### src/rtl/dsp_result_drain.sv
// Result drain for a DSP48A1 slice: tags each issue through the fixed slice latency, captures P into a
// first-word fall-through FIFO and throttles issue by credit. Define DSP_DRAIN_FLUSH_EN for a synchronous flush input.
module dsp_result_drain #(
    parameter int WIDTH   = 48,
    parameter int LATENCY = 4,
    parameter int DEPTH   = 8
) (
    input  logic                     clk,
    input  logic                     rst_n,
`ifdef DSP_DRAIN_FLUSH_EN
    input  logic                     flush,
`endif
    input  logic                     in_valid,
    output logic                     in_ready,
    output logic                     issue,
    input  logic [WIDTH-1:0]         slice_p,
    output logic                     out_valid,
    input  logic                     out_ready,
    output logic [WIDTH-1:0]         out_data,
    output logic [$clog2(DEPTH):0]   level
);

    localparam int AW = $clog2(DEPTH);
    localparam int LW = AW + 1;
    localparam logic [LW-1:0] DEPTH_L = LW'(DEPTH);

    logic [LATENCY-1:0] r_tag;
    logic [AW-1:0]      r_wr_ptr;
    logic [AW-1:0]      r_rd_ptr;
    logic [LW-1:0]      r_level;
    logic [LW-1:0]      r_credit;
    logic               r_in_ready;
    logic [WIDTH-1:0]   r_mem [DEPTH];

    logic               w_flush;
    logic               w_capture;
    logic               w_pop;
    logic [LW-1:0]      w_level_nxt;
    logic [LW-1:0]      w_credit_nxt;

`ifdef DSP_DRAIN_FLUSH_EN
    assign w_flush = flush;
`else
    assign w_flush = 1'b0;
`endif

    // in_ready comes from a register, so out_ready never reaches it combinationally.
    assign in_ready  = r_in_ready && !w_flush;
    assign issue     = in_valid && in_ready;
    assign w_capture = r_tag[LATENCY-1];
    assign out_valid = (r_level != '0);
    assign w_pop     = out_valid && out_ready;
    assign out_data  = out_valid ? r_mem[r_rd_ptr] : '0;
    assign level     = r_level;

    // NOTE: every always_comb output is assigned a default first, so no path can infer a latch.
    always_comb begin
        w_level_nxt  = r_level;
        w_credit_nxt = r_credit;
        case ({w_capture, w_pop})
            2'b10:   w_level_nxt = r_level + LW'(1);
            2'b01:   w_level_nxt = r_level - LW'(1);
            default: w_level_nxt = r_level;
        endcase
        case ({issue, w_pop})
            2'b10:   w_credit_nxt = r_credit + LW'(1);
            2'b01:   w_credit_nxt = r_credit - LW'(1);
            default: w_credit_nxt = r_credit;
        endcase
    end

    // NOTE: sequential state uses non-blocking assignments so every register samples pre-edge values.
    always_ff @(posedge clk or negedge rst_n) begin
        if (!rst_n) begin
            r_tag      <= '0;
            r_wr_ptr   <= '0;
            r_rd_ptr   <= '0;
            r_level    <= '0;
            r_credit   <= '0;
            r_in_ready <= 1'b1;
        end else if (w_flush) begin
            r_tag      <= '0;
            r_wr_ptr   <= '0;
            r_rd_ptr   <= '0;
            r_level    <= '0;
            r_credit   <= '0;
            r_in_ready <= 1'b1;
        end else begin
            r_tag[0] <= issue;
            for (int i = 1; i < LATENCY; i++) begin
                r_tag[i] <= r_tag[i-1];
            end
            if (w_capture) r_wr_ptr <= r_wr_ptr + AW'(1);
            if (w_pop)     r_rd_ptr <= r_rd_ptr + AW'(1);
            r_level    <= w_level_nxt;
            r_credit   <= w_credit_nxt;
            r_in_ready <= (w_credit_nxt < DEPTH_L);
        end
    end

    // NOTE: the result store has no reset; contents are only visible once level marks them valid.
    always_ff @(posedge clk) begin
        if (w_capture && !w_flush) begin
            r_mem[r_wr_ptr] <= slice_p;
        end
    end

endmodule
### config.mk
export PLATFORM = sky130hd
export DESIGN_NAME = dsp_result_drain
export DESIGN_NICKNAME = d
export VERILOG_FILES = /design/src/rtl/dsp_result_drain.sv
export SDC_FILE = /design/constraint.sdc
export NUM_CORES = 1
export LEC_CHECK = 0
export CORE_UTILIZATION = 45
export CTS_BUF_LIST = sky130_fd_sc_hd__clkbuf_8
export CTS_CLUSTER_DIAMETER = 60
export DETAILED_ROUTE_END_ITERATION = 8
export SETUP_SLACK_MARGIN = 0.15
export SYNTH_ARGS = -nofsm -noshare
export SYNTH_HDL_FRONTEND = slang
export SYNTH_SLANG_ARGS = --single-unit
### constraint.sdc
create_clock -name clk -period 5.8 [get_ports clk]
set_input_delay 1.16 -clock clk [delete_from_list [all_inputs] [get_ports clk]]
set_output_delay 1.16 -clock clk [all_outputs]
set_load 0.005 [all_outputs]
Word-level counts from Yosys, hierarchy flattened
Memory sizes are Yosys's and may differ from the RTL's.
Index checks and enable logic that the tools add are counted.
{ "word_totals": {"word_cells": 27, "register_bits": 19, "out_inout_bits": 55, "inputBits": 52, "memories": 1, "mem_bits_rw": 384} }
{ "memory_table": {"columns": ["memory", "depth", "word_bits", "read_ports", "rd_clocked_by_memory_dff", "write_ports", "line_no", "text"], "rows": [
  ["r_mem", 8, 48, 1, 0, 1, "33", "logic [WIDTH-1:0] r_mem [DEPTH];"]
]} }
{ "classes": {"muxes": 5, "add_sub_neg": 6, "n_reduce_logical": 4, "magnitude_cmp": 1, "eq_ne": 4} }
{ "op_table": {"columns": ["op", "n"], "rows": [
  ["48-bit two-way mux", 1],
  ["4-bit case mux with 2 select lines", 2],
  ["4-bit by 1-bit adder with 4-bit output (second input constant)", 2],
  ["4-bit by 1-bit subtractor with 4-bit output (second input constant)", 2],
  ["3-bit by 1-bit adder with 3-bit output (second input constant)", 2],
  ["2-bit by 1-bit == test with 1-bit output (second input constant)", 2],
  ["2-bit == test (second input constant)", 2],
  ["4-bit less-than comparator (second input constant)", 1],
  ["4-bit nonzero test", 1],
  ["1-bit logical AND", 2],
  ["1-bit two-way mux", 2],
  ["2-bit nonzero test", 1]
]} }

Longest topological paths before layout
Gate-level depths: netlist of run 1.
{ "logic_depth": {"ltp_word": 5, "ltp_mapped": 9, "ltp_nobuf": 8} }

Worst setup path before layout of run 1
Ideal clock, no wire load.
{ "synth_timing": {"path_kind": "register -> register", "from": "register r_tag[3]", "to": "memory r_mem[0][0], enable pin", "required_ps": 5287, "arrival_ps": 3970, "stages_incl_launch_ff": 4, "setup_ps": 513, "synth_period_minus_slack_ps": 4482, "setup_slack_ps": 1318, "path_buffers": 1, "path_cell_list": "dfrtp_1 clkbuf_1 nand2b_1 nor3_1"} }
{ "synth_between": {"elab_chain_cells": 2} }
{ "synth_rtl": {"columns": ["element", "line_no", "text"], "rows": [
  ["from (decl)", "27", "logic [LATENCY-1:0] r_tag;"],
  ["from (signal, indexed assignment)", "91", "r_tag[i] <= r_tag[i-1];"],
  ["1-bit two-way mux", "103", "if (w_capture && !w_flush) begin"],
  ["1-bit two-way mux (not written as such)", "104", "r_mem[r_wr_ptr] <= slice_p;"],
  ["to (decl)", "33", null]
]} }
Every way passes these cells.

Final worst setup path of run 1
{ "layout_timing": {"from": "register r_rd_ptr[0]", "to": "output out_data[13]"} }
{ "layout_between": {"elab_chain_cells": 2} }
{ "layout_rtl": {"columns": ["element", "line_no", "text"], "rows": [
  ["from (decl)", "29", "logic [AW-1:0] r_rd_ptr;"],
  ["from (signal assigned)", "94", "if (w_pop) r_rd_ptr <= r_rd_ptr + AW'(1);"],
  ["memory read 8 x 48 bit", null, null],
  ["48-bit two-way mux", "53", "assign out_data = out_valid ? r_mem[r_rd_ptr] : '0;"],
  ["to (decl)", "19", "output logic [WIDTH-1:0] out_data,"]
]} }
Every way passes these cells.

==> impl_metrics.json, run 1 <==
{
  "status": "finished, final reports clean",
  "hold_class": "reg2reg",
  "avgSynthCellArea_um2": 22.2,
  "nets": 917,
  "setup.worst_path.start": "r_rd_ptr[0]",
  "crit_path_start_kind": "register",
  "worst_pin_slew_ns": 1.12,
  "finalClockSkew_ns": 0.0315,
  "ys_types": 37,
  "holdBufCountCts": 0,
  "synthTopCellsByArea": "edfxtp_1, mux4_2, mux2i_1",
  "reg2reg_depth": 3,
  "syn2layout_area_growth_pct": 18.3,
  "r2r_slack_ns": 3.22,
  "end_kind": "output pin",
  "synth_common_cells": "edfxtp_1, mux4_2, nor2_1",
  "routedWlPerCell_um": 22.9,
  "cp_max_fo": 46,
  "p_per_area_nw_per_um2": 480,
  "drv_slew": 0,
  "core-area_um2": 33800,
  "synth_ff_type": "edfxtp_1",
  "maxCapViolCount": 0,
  "die_x_um": 188,
  "numCtsBuffers": 67,
  "fin_crit_ns": 4.55,
  "critPathArrivalTime_ns": 3.39,
  "yosysMostFrequentCell": "edfxtp_1",
  "path_class": "reg2out",
  "clk_pin_slew_ns": 0.06,
  "htreeDepth": 3,
  "ys.warnings.count": 0,
  "root_buffer": "clkbuf_8",
  "slowest_stage": "dfrtp_4",
  "gp_congestion": 0.717,
  "clockBufferDepth": 3,
  "wirelength_um": 31100,
  "hold_viol": 0,
  "grt_antenna_before_repair": 0,
  "crit_end": "out_data[13]",
  "route.detailed.drc": 0,
  "cts_sinks": 403,
  "syn-instance-count": 701,
  "initial_core_util": 0.460,
  "synth_edf_count": 384,
  "dr.pass1.iters": 4,
  "synth_top_area_cell": "edfxtp_1",
  "diodes": 0,
  "num_rows": 67,
  "reg2reg_from": "r_tag[3]",
  "grt_use_total": 0.182,
  "power.leakage_uw": 0.00607,
  "grt_max_degree": 50,
  "io_pins": 107,
  "rsz0062_at_grt": "false",
  "yosysSeqAreaShare": 0.773,
  "netlist_area_um2": 15500,
  "synth-seq-cells": 403,
  "synthArstFlopShare": 0.0471,
  "dp_hpwl_um": 16800,
  "crit_chain": "buf_4 -> mux4_2 -> mux2i_1 -> nor2_1 -> clkdlybuf4s50_1",
  "finalCritPeriodShare": 0.784,
  "fp.dieH_um": 188,
  "cts_resized": 0,
  "nFillCells": 2613,
  "cp_data_required_time_ns": 4.64,
  "cts_tree": "yes",
  "ant_nets": 0,
  "cts_setup_buffers": 0,
  "synth_top_area_share": 0.742,
  "grt-ovfl-total": 0,
  "clock_latency_ns": 0.57,
  "dieArea_um2": 35300,
  "power_uw": 8830,
  "synth.net_count": 760,
  "grt_pass1_wl_um": 47500,
  "port_buffers": 106,
  "first_global_vias": 8055,
  "timing.rr.end": "r_mem[4][5]",
  "min-delay-start": "r_tag[2]",
  "slew_headroom": 0.253,
  "dr_total_vias": 7200,
  "max_stage_delay_ns": 1.04,
  "drive_gt1_frac": 0.244,
  "final.setup.tns_ns": 0,
  "ir_drop_v": 0.000355,
  "routed_via_density": 5.31,
  "drt_iter0_drc": 536,
  "max_freq_mhz": 220,
  "setup_viol": 0
}
[per-layer routing]
metal	vias to the layer above	global-route usage	routed length, µm
met3	35	0.0313	1160
met2	151	0.323	16400
met4	0	0.0625	446
met5	-	0	0
met1	3795	0.225	13000
li1	3219	-	-
[layout by cell type (no fill, tap or decap), types with 2 or more instances in the layout]
master,count
nand2_1,11
buf_4,18
dfrtp_4,3
nor2_1,48
clkinv_2,10
inv_1,15
clkbuf_8,67
mux2_2,3
mux4_2,96
nor3_2,2
nand2b_1,3
mux2i_1,48
dfrtp_1,15
nor2_4,6
clkdlybuf4s50_1,106
inv_6,3
ha_1,7
edfxtp_1,384
nor3_1,3
xor2_1,7
clkinv_1,23
xnor2_1,6
clkinvlp_4,4
inv_2,2
[per-stage QoR]
step	std cells	utilization	setup WS [ns]	hold WS, ns	instance area (µm²)
after floorplan	701	-	1.32	0.331	15500
after global placement	1237	0.509	1.74	0.340	17200
after detailed placement	1237	0.509	1.72	0.343	17200
after CTS	1357	0.544	1.11	0.357	18400
after global routing	1357	0.544	0.984	0.368	18400
final	1357	0.544	1.25	0.361	18400
[worst min-delay path by stage]
stage                     endpoint  slack (ns)  cells past startpoint
after floorplan           r_tag[1]        0.33                      0
after global placement    r_tag[3]        0.34                      0
after detailed placement  r_tag[3]        0.34                      0
after CTS                 r_tag[3]        0.36                      0
after global routing      r_tag[1]        0.37                      0
final                     r_tag[3]        0.36                      0
[worst max-delay path, delay by kind of cell (launching register included)]
kind / cells / cell delay [ns]
flops: 1 / 1.04
simple gates: 1 / 0.09
buf+inv: 2 / 0.97
mux: 2 / 0.72
[kinds of logic after synthesis]
family | count (synthesis) | synth area share
buffers and inverters | 41 | 0.0126
adders and majority gates | 7 | 0.00564
and+or+nand+nor | 79 | 0.0220
xor gates and xnor gates | 13 | 0.00733
muxes | 147 | 0.172
AOI/OAI and AO/OA | 11 | 0.00757
DFF | 403 | 0.773
[final cells by class]
type | instances | area (µm²) | share of cell area
clock buffer | 67 | 922 | 0.0502
multi-input combinational | 257 | 3400 | 0.185
sequential | 403 | 12000 | 0.654
tap | 448 | 561 | 0.0305
timing repair buffer | 124 | 1200 | 0.0651
clock inverter | 53 | 268 | 0.0146
inverter | 5 | 18.8 | 0.00102
[power by group]
group	internal [µW]	switching, µW	leakage (µW)
clock network	1130	1070	0.000649
logic	1560	1090	0.00173
registers	3550	425	0.00369
total	6240	2590	0.00607
[sequential cells by signal, indices dropped and copies added (netlist names), named ones only]
name	count
r_wr_ptr	3
level	4
r_tag	4
r_rd_ptr	3
r_credit	3
r_mem	384
in_ready	1
Power figures use the tool's default switching activity.
==> run 2: changes to the inputs <==
==> constraint.sdc (replaced) <==
create_clock -name clk -period 4.2 [get_ports clk]
set_input_delay 0.84 -clock clk [delete_from_list [all_inputs] [get_ports clk]]
set_output_delay 0.84 -clock clk [all_outputs]
set_load 0.005 [all_outputs]
==> run 2 against run 1 <==
  * Worst hold slack worse by 0.0084 ns
  * Clock skew is 0.011 ns lower
  * Sequential power is 34% higher
  * Via count is 2.6% higher
  * Critical path depth stayed put
  * Critical endpoint is now out_data[16]
==> impl_metrics.json, run 2 (synthesis gave the netlist of run 1 again) <==
{
  "status": "finished, final reports clean",
  "dieArea_um2": 35300,
  "cp_data_required_time_ns": 3.36,
  "finalCritPeriodShare": 0.899,
  "end_kind": "output pin",
  "timing.rr.end": "level[2]",
  "clock_latency_ns": 0.57,
  "clk_pin_slew_ns": 0.06,
  "maxCapViolCount": 0,
  "grt_use_total": 0.183,
  "grt_max_degree": 50,
  "cp_max_fo": 21,
  "rsz0062_at_grt": "false",
  "grt_antenna_before_repair": 2,
  "numCtsBuffers": 68,
  "largest_reg_flops": 384,
  "mostFrequentLayoutCells": "edfxtp_1, clkdlybuf4s50_1, mux4_2, clkbuf_8",
  "drive_gt1_frac": 0.248,
  "slowest_stage": "dfrtp_4",
  "die_x_um": 188,
  "routed.top_layer": "met5",
  "r2r_slack_ns": 1.61,
  "hold_viol": 0,
  "drv_slew": 0,
  "place_ws_ns": 0.958,
  "dp_hpwl_um": 17400,
  "fin_ws_ns": 0.423,
  "power.leakage_uw": 0.00614,
  "setup_viol": 0,
  "final.setup.tns_ns": 0,
  "clockBufferDepth": 3,
  "first_global_vias": 8148,
  "path_class": "reg2out",
  "cp_top_family": "buffers and inverters",
  "reg2reg_from": "level[1]",
  "reg2reg_depth": 8,
  "cp_num_buf_inv": 2,
  "holdBufCountCts": 0,
  "dr_total_vias": 7386,
  "place_inst": 1238,
  "routed_via_density": 5.45,
  "htreeDepth": 3,
  "grt_pass1_wl_um": 48100,
  "port_buffers": 106,
  "setup.worst_path.start": "r_rd_ptr[0]",
  "initial_core_util": 0.460,
  "cts_setup_buffers": 0,
  "finalClockSkew_ns": 0.0202,
  "hold_class": "reg2reg",
  "ant_nets": 0,
  "slew_headroom": 0.327,
  "crit_chain": "buf_4 -> mux4_2 -> mux2i_1 -> nor2_1 -> clkdlybuf4s50_1",
  "max_stage_delay_ns": 0.71,
  "multi_input_area_um2": 3410,
  "post_dp_cell_area_um2": 17400,
  "final_common_cell": "edfxtp_1",
  "crit_end": "out_data[16]",
  "dr_wl_met2_um": 15600,
  "cts_tree": "yes",
  "fin_crit_ns": 3.78,
  "fin_area_um2": 18600,
  "io_pins": 107,
  "drt_iter0_drc": 517,
  "num_rows": 67,
  "cts_sinks": 403,
  "cts_resized": 0,
  "root_buffer": "clkbuf_8",
  "ir_drop_v": 0.000305,
  "critPathArrivalTime_ns": 2.94,
  "route.detailed.drc": 0,
  "seq_area_um2": 12000,
  "routed-wl-met3_um": 1850,
  "wirelength_um": 31400,
  "fin_cells": 1354,
  "critical_path_depth": 5,
  "p_per_area_nw_per_um2": 671,
  "core-area_um2": 33800,
  "wl_met1_um": 13300,
  "diodes": 0,
  "syn2layout_area_growth_pct": 19.6,
  "grt-ovfl-total": 0,
  "max_freq_mhz": 265,
  "top_register": "r_mem",
  "dr.pass1.iters": 5,
  "nets": 919,
  "worst_pin_slew_ns": 1.01,
  "crit_path_start_kind": "register",
  "gp_congestion": 0.698,
  "fp.dieH_um": 188,
  "nFillCells": 2587,
  "routedWlPerCell_um": 23.2
}
[run 2: power breakdown]
group          total (µW)  switching, µW  leakage [µW]  internal, µW
combinational        3970           1740       0.00177          2230
sequential           5300            398       0.00369          4910
clock                3200           1510      0.000673          1690
[run 2: worst min path at each step]
stage / startpoint / end / slack (ns) / depth (start not counted)
global placement: r_tag[0] / r_tag[1] / 0.34 / 0
floorplan: r_tag[0] / r_tag[1] / 0.33 / 0
detailed placement: r_tag[1] / r_tag[2] / 0.34 / 0
CTS: r_tag[0] / r_tag[1] / 0.35 / 0
global route: r_tag[1] / r_tag[2] / 0.37 / 0
finish: r_tag[0] / r_tag[1] / 0.35 / 0
[run 2: per-layer routing]
metal	track usage	up-vias
met1	0.244	3903
li1	-	3215
met4	0.0594	4
met3	0.0466	56
met2	0.297	208
met5	0	-
[run 2: through the flow]
step	util	total power, µW	hold WS (ns)
6_report	0.550	12500	0.352
5_1_grt	0.550	13100	0.367
4_1_cts	0.550	12700	0.352
3_5_place_dp	0.514	9450	0.341
3_3_place_gp	0.514	9370	0.337
2_1_floorplan	-	7610	0.331
[run 2: cell type report]
type	instances	area share
repair buffers	125	0.0722
flip-flops and latches	403	0.647
well taps	448	0.0302
inverters	5	0.00101
multi-input cells	257	0.184
clock inverters	45	0.0137
clock buffers	71	0.0526
[run 2: worst register-to-register path, cell delays in order (launching register included)]
cell and delay (ns):
dfrtp_1 0.52, o41ai_4 0.65, inv_2 0.15, ha_1 0.29, xor2_1 0.17, ha_1 0.21
o21a_1 0.19, nor3_1 0.18, xor2_1 0.16
